File: config.mk
export PLATFORM = sky130hd
export DESIGN_NAME = lsu_mega
export DESIGN_NICKNAME = d
export VERILOG_FILES = /design/src/rtl/lsu_mega_pkg.sv /design/src/rtl/lsu_mega_load_ext.sv /design/src/rtl/lsu_mega.sv
export SDC_FILE = /design/constraint.sdc
export NUM_CORES = 1
export LEC_CHECK = 0
export CAP_MARGIN = 10
export CORE_MARGIN = 3
export CORE_UTILIZATION = 40
export DETAILED_ROUTE_END_ITERATION = 10
export PLACE_DENSITY = 0.77
export SLEW_MARGIN = 25
export SYNTH_ARGS = -nofsm -noshare
export SYNTH_HDL_FRONTEND = slang
export SYNTH_SLANG_ARGS = --single-unit
File: constraint.sdc
create_clock -name clk_i -period 2.5 [get_ports clk_i]
set_clock_uncertainty 0.05 [all_clocks]
set_input_delay 0.375 -clock clk_i [delete_from_list [all_inputs] [get_ports clk_i]]
set_output_delay 0.375 -clock clk_i [all_outputs]
set_load 0.05 [all_outputs]
File: src/rtl/lsu_mega_pkg.sv
// Shared load/store encodings and LSU state type for lsu_mega.
// LDST_* values match the decoder's mem_size (funct3) encoding.
package lsu_mega_pkg;

  localparam logic [2:0] LDST_B  = 3'd0;
  localparam logic [2:0] LDST_H  = 3'd1;
  localparam logic [2:0] LDST_W  = 3'd2;
  localparam logic [2:0] LDST_BU = 3'd4;
  localparam logic [2:0] LDST_HU = 3'd5;

  typedef enum logic {
    LSU_IDLE = 1'b0,
    LSU_REQ  = 1'b1
  } lsu_state_e;

endpackage

File: src/rtl/lsu_mega_load_ext.sv
// Combinational load extractor: selects byte/half/word from a read word by offset
// and sign- or zero-extends it according to the access size.
module lsu_mega_load_ext
  import lsu_mega_pkg::*;
(
  input  logic [2:0]  size_i,
  input  logic [1:0]  off_i,
  input  logic [31:0] rdata_i,
  output logic [31:0] rd_o
);

  logic [7:0]  byte_sel;
  logic [15:0] half_sel;

  always_comb begin
    // NOTE: every output of a combinational block gets a default first so no latch is inferred.
    rd_o     = rdata_i;
    byte_sel = rdata_i[{off_i, 3'b000} +: 8];
    half_sel = off_i[1] ? rdata_i[31:16] : rdata_i[15:0];
    case (size_i)
      LDST_B:  rd_o = {{24{byte_sel[7]}}, byte_sel};
      LDST_BU: rd_o = {24'h000000, byte_sel};
      LDST_H:  rd_o = {{16{half_sel[15]}}, half_sel};
      LDST_HU: rd_o = {16'h0000, half_sel};
      default: rd_o = rdata_i;
    endcase
  end

endmodule

File: src/rtl/lsu_mega.sv
// Load/store unit: accepts one core access, runs it on a ready-handshaked word memory port
// and stalls the core until completion or timeout. Optional macro MISALIGN_TRAP_EN.
module lsu_mega
  import lsu_mega_pkg::*;
#(
  parameter int unsigned TIMEOUT_CYC = 255
) (
  input  logic        clk_i,
  input  logic        rst_ni,
  input  logic        core_req_i,
  input  logic        core_we_i,
  input  logic [2:0]  core_size_i,
  input  logic [31:0] core_addr_i,
  input  logic [31:0] core_wd_i,
  output logic [31:0] core_rd_o,
  output logic        core_stall_o,
  output logic        bus_err_o,
  output logic        misalign_o,
  output logic        mem_req_o,
  output logic        mem_we_o,
  output logic [3:0]  mem_be_o,
  output logic [31:0] mem_addr_o,
  output logic [31:0] mem_wd_o,
  input  logic [31:0] mem_rd_i,
  input  logic        mem_ready_i
);

  localparam int unsigned       CNT_W    = $clog2(TIMEOUT_CYC + 1);
  localparam logic [CNT_W-1:0]  CNT_LAST = CNT_W'(TIMEOUT_CYC - 1);

  lsu_state_e       state_q, state_d;
  logic [CNT_W-1:0] cnt_q, cnt_d;
  logic             we_q, we_d;
  logic [2:0]       size_q, size_d;
  logic [31:0]      addr_q, addr_d;
  logic [3:0]       be_q, be_d;
  logic [31:0]      wd_q, wd_d;

  logic [3:0]  be_gen;
  logic [31:0] wd_gen;
  logic        misaligned;
  logic [31:0] ext_rd;

  // Byte enables and lane-replicated store data from the incoming core request.
  always_comb begin
    be_gen = 4'b1111;
    wd_gen = core_wd_i;
    case (core_size_i)
      LDST_B, LDST_BU: begin
        be_gen = 4'b0001 << core_addr_i[1:0];
        wd_gen = {4{core_wd_i[7:0]}};
      end
      LDST_H, LDST_HU: begin
        be_gen = 4'b0011 << {core_addr_i[1], 1'b0};
        wd_gen = {2{core_wd_i[15:0]}};
      end
      default: begin
        be_gen = 4'b1111;
        wd_gen = core_wd_i;
      end
    endcase
  end

  always_comb begin
    misaligned = 1'b0;
`ifdef MISALIGN_TRAP_EN
    case (core_size_i)
      LDST_B, LDST_BU: misaligned = 1'b0;
      LDST_H, LDST_HU: misaligned = core_addr_i[0];
      default:         misaligned = (core_addr_i[1:0] != 2'b00);
    endcase
`endif
  end

  lsu_mega_load_ext u_load_ext (
    .size_i  (size_q),
    .off_i   (addr_q[1:0]),
    .rdata_i (mem_rd_i),
    .rd_o    (ext_rd)
  );

  always_comb begin
    state_d      = state_q;
    cnt_d        = cnt_q;
    we_d         = we_q;
    size_d       = size_q;
    addr_d       = addr_q;
    be_d         = be_q;
    wd_d         = wd_q;
    core_rd_o    = 32'h0;
    core_stall_o = 1'b0;
    bus_err_o    = 1'b0;
    misalign_o   = 1'b0;
    mem_req_o    = 1'b0;
    mem_we_o     = 1'b0;
    mem_be_o     = 4'b0000;
    mem_addr_o   = 32'h0;
    mem_wd_o     = 32'h0;
    case (state_q)
      LSU_IDLE: begin
        // Gating with rst_ni keeps stall/misalign low while reset is asserted.
        if (core_req_i && rst_ni) begin
          if (misaligned) begin
            misalign_o = 1'b1;
          end else begin
            we_d         = core_we_i;
            size_d       = core_size_i;
            addr_d       = core_addr_i;
            be_d         = be_gen;
            wd_d         = wd_gen;
            core_stall_o = 1'b1;
            state_d      = LSU_REQ;
          end
        end
      end
      LSU_REQ: begin
        mem_req_o  = 1'b1;
        mem_we_o   = we_q;
        mem_be_o   = be_q;
        mem_addr_o = {addr_q[31:2], 2'b00};
        mem_wd_o   = wd_q;
        if (mem_ready_i) begin
          core_rd_o = ext_rd;
          cnt_d     = '0;
          state_d   = LSU_IDLE;
        end else if (cnt_q == CNT_LAST) begin
          bus_err_o = 1'b1;
          cnt_d     = '0;
          state_d   = LSU_IDLE;
        end else begin
          core_stall_o = 1'b1;
          cnt_d        = cnt_q + 1'b1;
        end
      end
    endcase
  end

  always_ff @(posedge clk_i or negedge rst_ni) begin
    if (!rst_ni) begin
      state_q <= LSU_IDLE;
      cnt_q   <= '0;
      we_q    <= 1'b0;
      size_q  <= 3'b000;
      addr_q  <= 32'h0;
      be_q    <= 4'b0000;
      wd_q    <= 32'h0;
    end else begin
      // NOTE: state registers use non-blocking assignments so all flops update together.
      state_q <= state_d;
      cnt_q   <= cnt_d;
      we_q    <= we_d;
      size_q  <= size_d;
      addr_q  <= addr_d;
      be_q    <= be_d;
      wd_q    <= wd_d;
    end
  end

endmodule

# [After elaboration in Yosys (flattened, before gate mapping)]
# Cells that the tools add are included.
[op_classes] shifts=3 bitwise=1 reduce_logical=6 eq_ne=7 addsub=1 muxes=20
[ops] operator="$mux 32" n=4
[ops] operator="$pmux 32 s4" n=1
[ops] operator="$pmux 32 s2" n=1
[ops] operator="$shiftx 32x6->8" n=1
[ops] operator="$mux 16" n=1
[ops] operator="$mux 8" n=2
[ops] operator="$eq 3x3->1 const B" n=4
[ops] operator="$add 8x1->8 const B" n=1
[ops] operator="$eq 8x8->1 const B" n=1
[ops] operator="$mux 1" n=8
[ops] operator="$pmux 4 s2" n=1
[ops] operator="$eq 3x1->1 const B" n=2
[ops] operator="$logic_not 3->1" n=2
[ops] operator="$mux 4" n=1
[ops] operator="$reduce_or 2->1" n=2
[ops] operator="$shl 1x2->4 const A" n=1
[ops] operator="$shl 2x2->4 const A" n=1
[ops] operator="$pmux 1 s2" n=1
[ops] operator="$reduce_and 2->1" n=1
[ops] operator="$logic_and 1x1->1" n=1
[ops] operator="$not 1->1" n=1
[word_totals] register_bits=81 input_bits=104 out_inout_bits=105 word_cells=45

# [Depth between registers and ports, before layout]
[depth] ltp_word=4 depth_mapped=6 depth_no_buf=6

# [By module]
# From an unflattened synthesis, not the netlist that was laid out.
[unflattened] hier_cells=500 area_unflattened_um2=5109.9
[modules_own_cells] mod="lsu_mega" area_each_um2=4264.1 instances=1 seq_area_each_um2=2026.9 cells_per_inst=404
[modules_own_cells] mod="lsu_mega_load_ext" area_each_um2=845.8 instances=1 seq_area_each_um2=0.0 cells_per_inst=96

# [Least setup slack after synthesis]
# No wires, ideal clock.
[synth_path] path_type="register to output" startpoint="register state_q" endpoint="output port core_rd_o[10]" setup_slack_ps=-237 arrival_ps=2312 n_path_buf=0 required_ps=2075 path_stages_with_launch=5 path_cell_list="dfrtp_1 > nand2_1 > or4_1 > o211a_2 > a221oi_2"
[synth_via] elab_chain_len=1
[synth_lines] item="start: declaration" line_no="lsu_mega.sv:31" source="lsu_state_e state_q, state_d;"
[synth_lines] item="start signal: assignment" line_no="lsu_mega.sv:149" source="state_q <= state_d;"
[synth_lines] item="$mux 32" line_no="lsu_mega.sv:99" source="case (state_q)"
[synth_lines] item="end: declaration" line_no="lsu_mega.sv:15" source="output logic [31:0] core_rd_o,"
# Every way passes these cells.

# [Worst setup path in the final report]
[layout_path] startpoint="register addr_q[0]" endpoint="output port core_rd_o[14]"
[layout_via] elab_chain_len=4
[layout_lines] item="start: declaration" line_no="lsu_mega.sv:35" source="logic [31:0] addr_q, addr_d;"
[layout_lines] item="start signal: assignment" line_no="lsu_mega.sv:153" source="addr_q <= addr_d;"
[layout_lines] item="$shiftx 32x6->8" line_no="lsu_mega_load_ext.sv:18" source="byte_sel = rdata_i[{off_i, 3'b000} +: 8];"
[layout_lines] item="$pmux 32 s4" line_no="lsu_mega_load_ext.sv:20" source="case (size_i)"
[layout_lines] item="$mux 32" line_no="lsu_mega.sv:122" source="if (mem_ready_i) begin"
[layout_lines] item="$mux 32" line_no="lsu_mega.sv:99"
# Every way passes these cells.

==> results by group <==
Setup path
  – Worst-path maximum fanout: 6
  – R2R cell count: 4
  – Crit Path Class: flop to output pin
  – CP Launch Type: flop
  – Buf/Inv on CP: 1
  – Crit-path cells: mux2i_1 -> or4_4 -> o211a_4 -> a221oi_4 -> buf_12
  – R2r endpoint: wd_q[1]$_DFFE_PN0P_
  – Largest stage delay on the critical path: approximately 0.46 ns
  – Reg-to-Reg Start: state_q$_DFF_PN0_
  – R2r setup slk: 0.82 ns
  – Delay-heaviest family, CP: compound AO/OA/AOI/OAI gates
  – Worst Setup End Kind: output pin
  – Critical Path Stages: 5
  – Worst Path Required: about 2.1 ns
  – Slowest stage cell on the critical path: dfrtp_2
  – Crit path arrival time: 2.07 ns

Synth
  – Ys Warns: 0
  – Post-synth top area share: a little over two fifths
  – Sequential area share after synthesis: 42.96%
  – Post-synth EDFFs: 0
  – Top-count cell post-synth: dfrtp_1
  – Syn Area/Cell: 9.912 um^2
  – Cell taking the most area after synthesis: dfrtp_1
  – Area contributors post-synth: dfrtp_1 43%, mux2_2 11%, and2_1 9.1%
  – Post-synth top cells: 81 x dfrtp_1, 69 x and2_1, 45 x mux2_2
  – Cell count after synthesis: 476
  – Syn Std Cell Area: 4718 um^2
  – Dominant synthesized flop cell: dfrtp_1
  – Synth cell types: 45
  – Ys async rst share: 100.0%
  – FF+latch count, synth: 81

Die
  – Die Width: 114.6 um
  – FP Rows: 39
  – Placeable Area: 11470 um^2
  – I/O pin total: 209
  – Die Height: 114.6 um
  – Initial core utilization: 41.15%
  – Die Area: 13130 um^2

Clocking
  – Skew-Pair Late Insertion Delay: 0.33 ns
  – Number of buffers created by CTS: 9
  – CTS Root Cell: clkbuf_16
  – Worst-case clock buffer depth: 2
  – CTS tree: yes
  – CTS Sinks: 81
  – Hold_buf cts: 0
  – H-tree depth: 3
  – Register clock-pin slew on the reported worst setup and hold paths: 0.05 ns

Run status
  – Status: completed

STA
  – Worst Max-Slew Pin Slew: 0.7369 ns
  – Period utilization: 99.84%
  – RSZ-0062 raised after global routing: true
  – Max-slew headroom: 50.87%
  – Hold WS: roughly 0.13 ns
  – TNS Setup: 0 ns
  – FMAX: around 400 MHz
  – Fin. Hold Viols: 0
  – Tmin final: about 2.5 ns
  – Final setup fails: 0
  – Final WS setup: just over 0.004 ns
  – Final Slew Violations: 0

Route
  – DRT iter0 DRCs: 374
  – First drt pass iteration count: 4
  – Wire length per cell: 18.59 um
  – Routed WL: 15.46 mm
  – # DRC: 0
  – Routed Antenna Nets: 0
  – Via Count: 4422
  – Drt via density: 5.315

Finish
  – Nets: 790
  – Share of cells above drive strength 1: 31.64%
  – Synthesis-to-finish area growth: 78.81%
  – Multi-input logic area: 2594 um^2
  – Reg area: 2032 um^2
  – Ant diodes: 0
  – FILL cells: 785

Job
  – Max-capacitance violation count: 0

GRT
  – Largest net degree at the start of global routing: 82
  – Total GRT Usage: 23.36%
  – First-pass GRT wire length: 24.24 mm
  – Congestion Overflow GR: 0
  – Vias in the first global route: 4607
  – Initial antenna violation count: 0

Place
  – Gp weighted congestion: 0.9761
  – DPL Wire Length: 11.78 mm
  – Pre-CTS setup slack: -0.1938 ns
  – Port bufs: 205

Power and ir drop
  – Max IR drop VDD: 0.6441 mV
  – Pwr/cell area: 665.8 nW/um^2
  – Leakage: 3.731 nW
  – PnR Total Power: between 0.005 and 0.006 W

Min path
  – Hold crit path type: input port to async pin
==> cells by family after synthesis <==
| family | Yosys count | synth area share [%] |
|---|---|---|
| AOI/OAI and AO/OA | 106 | 15.83 |
| xor gates and xnor gates | 1 | 0.1857 |
| adders and majority gates | 2 | 0.5303 |
| buffers and inverters | 51 | 4.720 |
| DFF | 81 | 42.96 |
| muxes | 80 | 18.43 |
| other | 1 | 0.07948 |
| and+or+nand+nor | 154 | 17.26 |
==> worst max path at each step <==
stage | end | startpoint
floorplan | core_rd_o[10] | state_q$_DFF_PN0_
global placement | core_rd_o[16] | mem_rd_i[15]
detailed placement | core_rd_o[24] | mem_rd_i[15]
CTS | core_rd_o[14] | mem_ready_i
global route | core_rd_o[14] | addr_q[0]$_DFFE_PN0P_
finish | core_rd_o[14] | addr_q[0]$_DFFE_PN0P_
==> cells in the final DEF (no fill, tap or decap), drive strengths merged, types with 2 or more instances in the layout <==
cell type	count
nor2	22
nand2b	4
a221oi	6
and3	2
nor3	3
o31a	6
nor4	2
o21ai	38
buf	130
ha	2
a21o	16
dlygate4sd2	2
a21oi	13
a22o	3
o221a	6
o22ai	9
clkinv	2
and2	70
clkdlybuf4s50	99
inv	14
clkbuf	13
mux2i	34
nand3	3
dfrtp	81
nand2	43
conb	3
mux2	45
==> where the power goes <==
part | switching (W) | internal, W | total, W
combinational | 0.00134 | 0.00123 | 0.00256
clock | 0.000500 | 0.000798 | 0.00130
sequential | 0.000179 | 0.00158 | 0.00176
total | 0.00201 | 0.00360 | 0.00562
==> flip-flops by register name, indices dropped and copies added, names as in the netlist <==
name,flops
wd_q,32
size_q,3
cnt_q,8
we_q,1
state_q,1
be_q,4
addr_q,32
==> cell type report <==
class                   instances  area share, %
repair buffers                232          38.99
multi-input cells             346          30.74
flip-flops and latches         81          24.08
clock buffers                  13          2.966
well taps                     143          2.121
inverters                      14         0.6229
clock inverters                 3         0.4746
==> metal layers <==
| layer | GRT usage, % | wire (um) | vias to the layer above |
|---|---|---|---|
| met5 | 0 | 0 | - |
| met4 | 11.40 | 522 | 0 |
| met3 | 4.704 | 1150 | 29 |
| met2 | 40.05 | 7886 | 195 |
| met1 | 27.85 | 5903 | 2114 |
| li1 | - | - | 2084 |
==> repair_timing <==
item                                    CTS  global route
cloned                                    0             0
endpoints found under the setup margin   26            24
pin swaps                                 2             0
gates resized for setup                   8            12
buffers inserted                          2             2
==> per-stage QoR <==
step           std cells  area [um^2]  utilization [%]
4_1_cts              830         8349            72.81
5_1_grt              832         8437            73.57
3_5_place_dp         812         8013            69.87
2_1_floorplan        478         4748                -
6_report             832         8437            73.57
3_3_place_gp         812         8013            69.87
(Power assumes the default switching activity.)
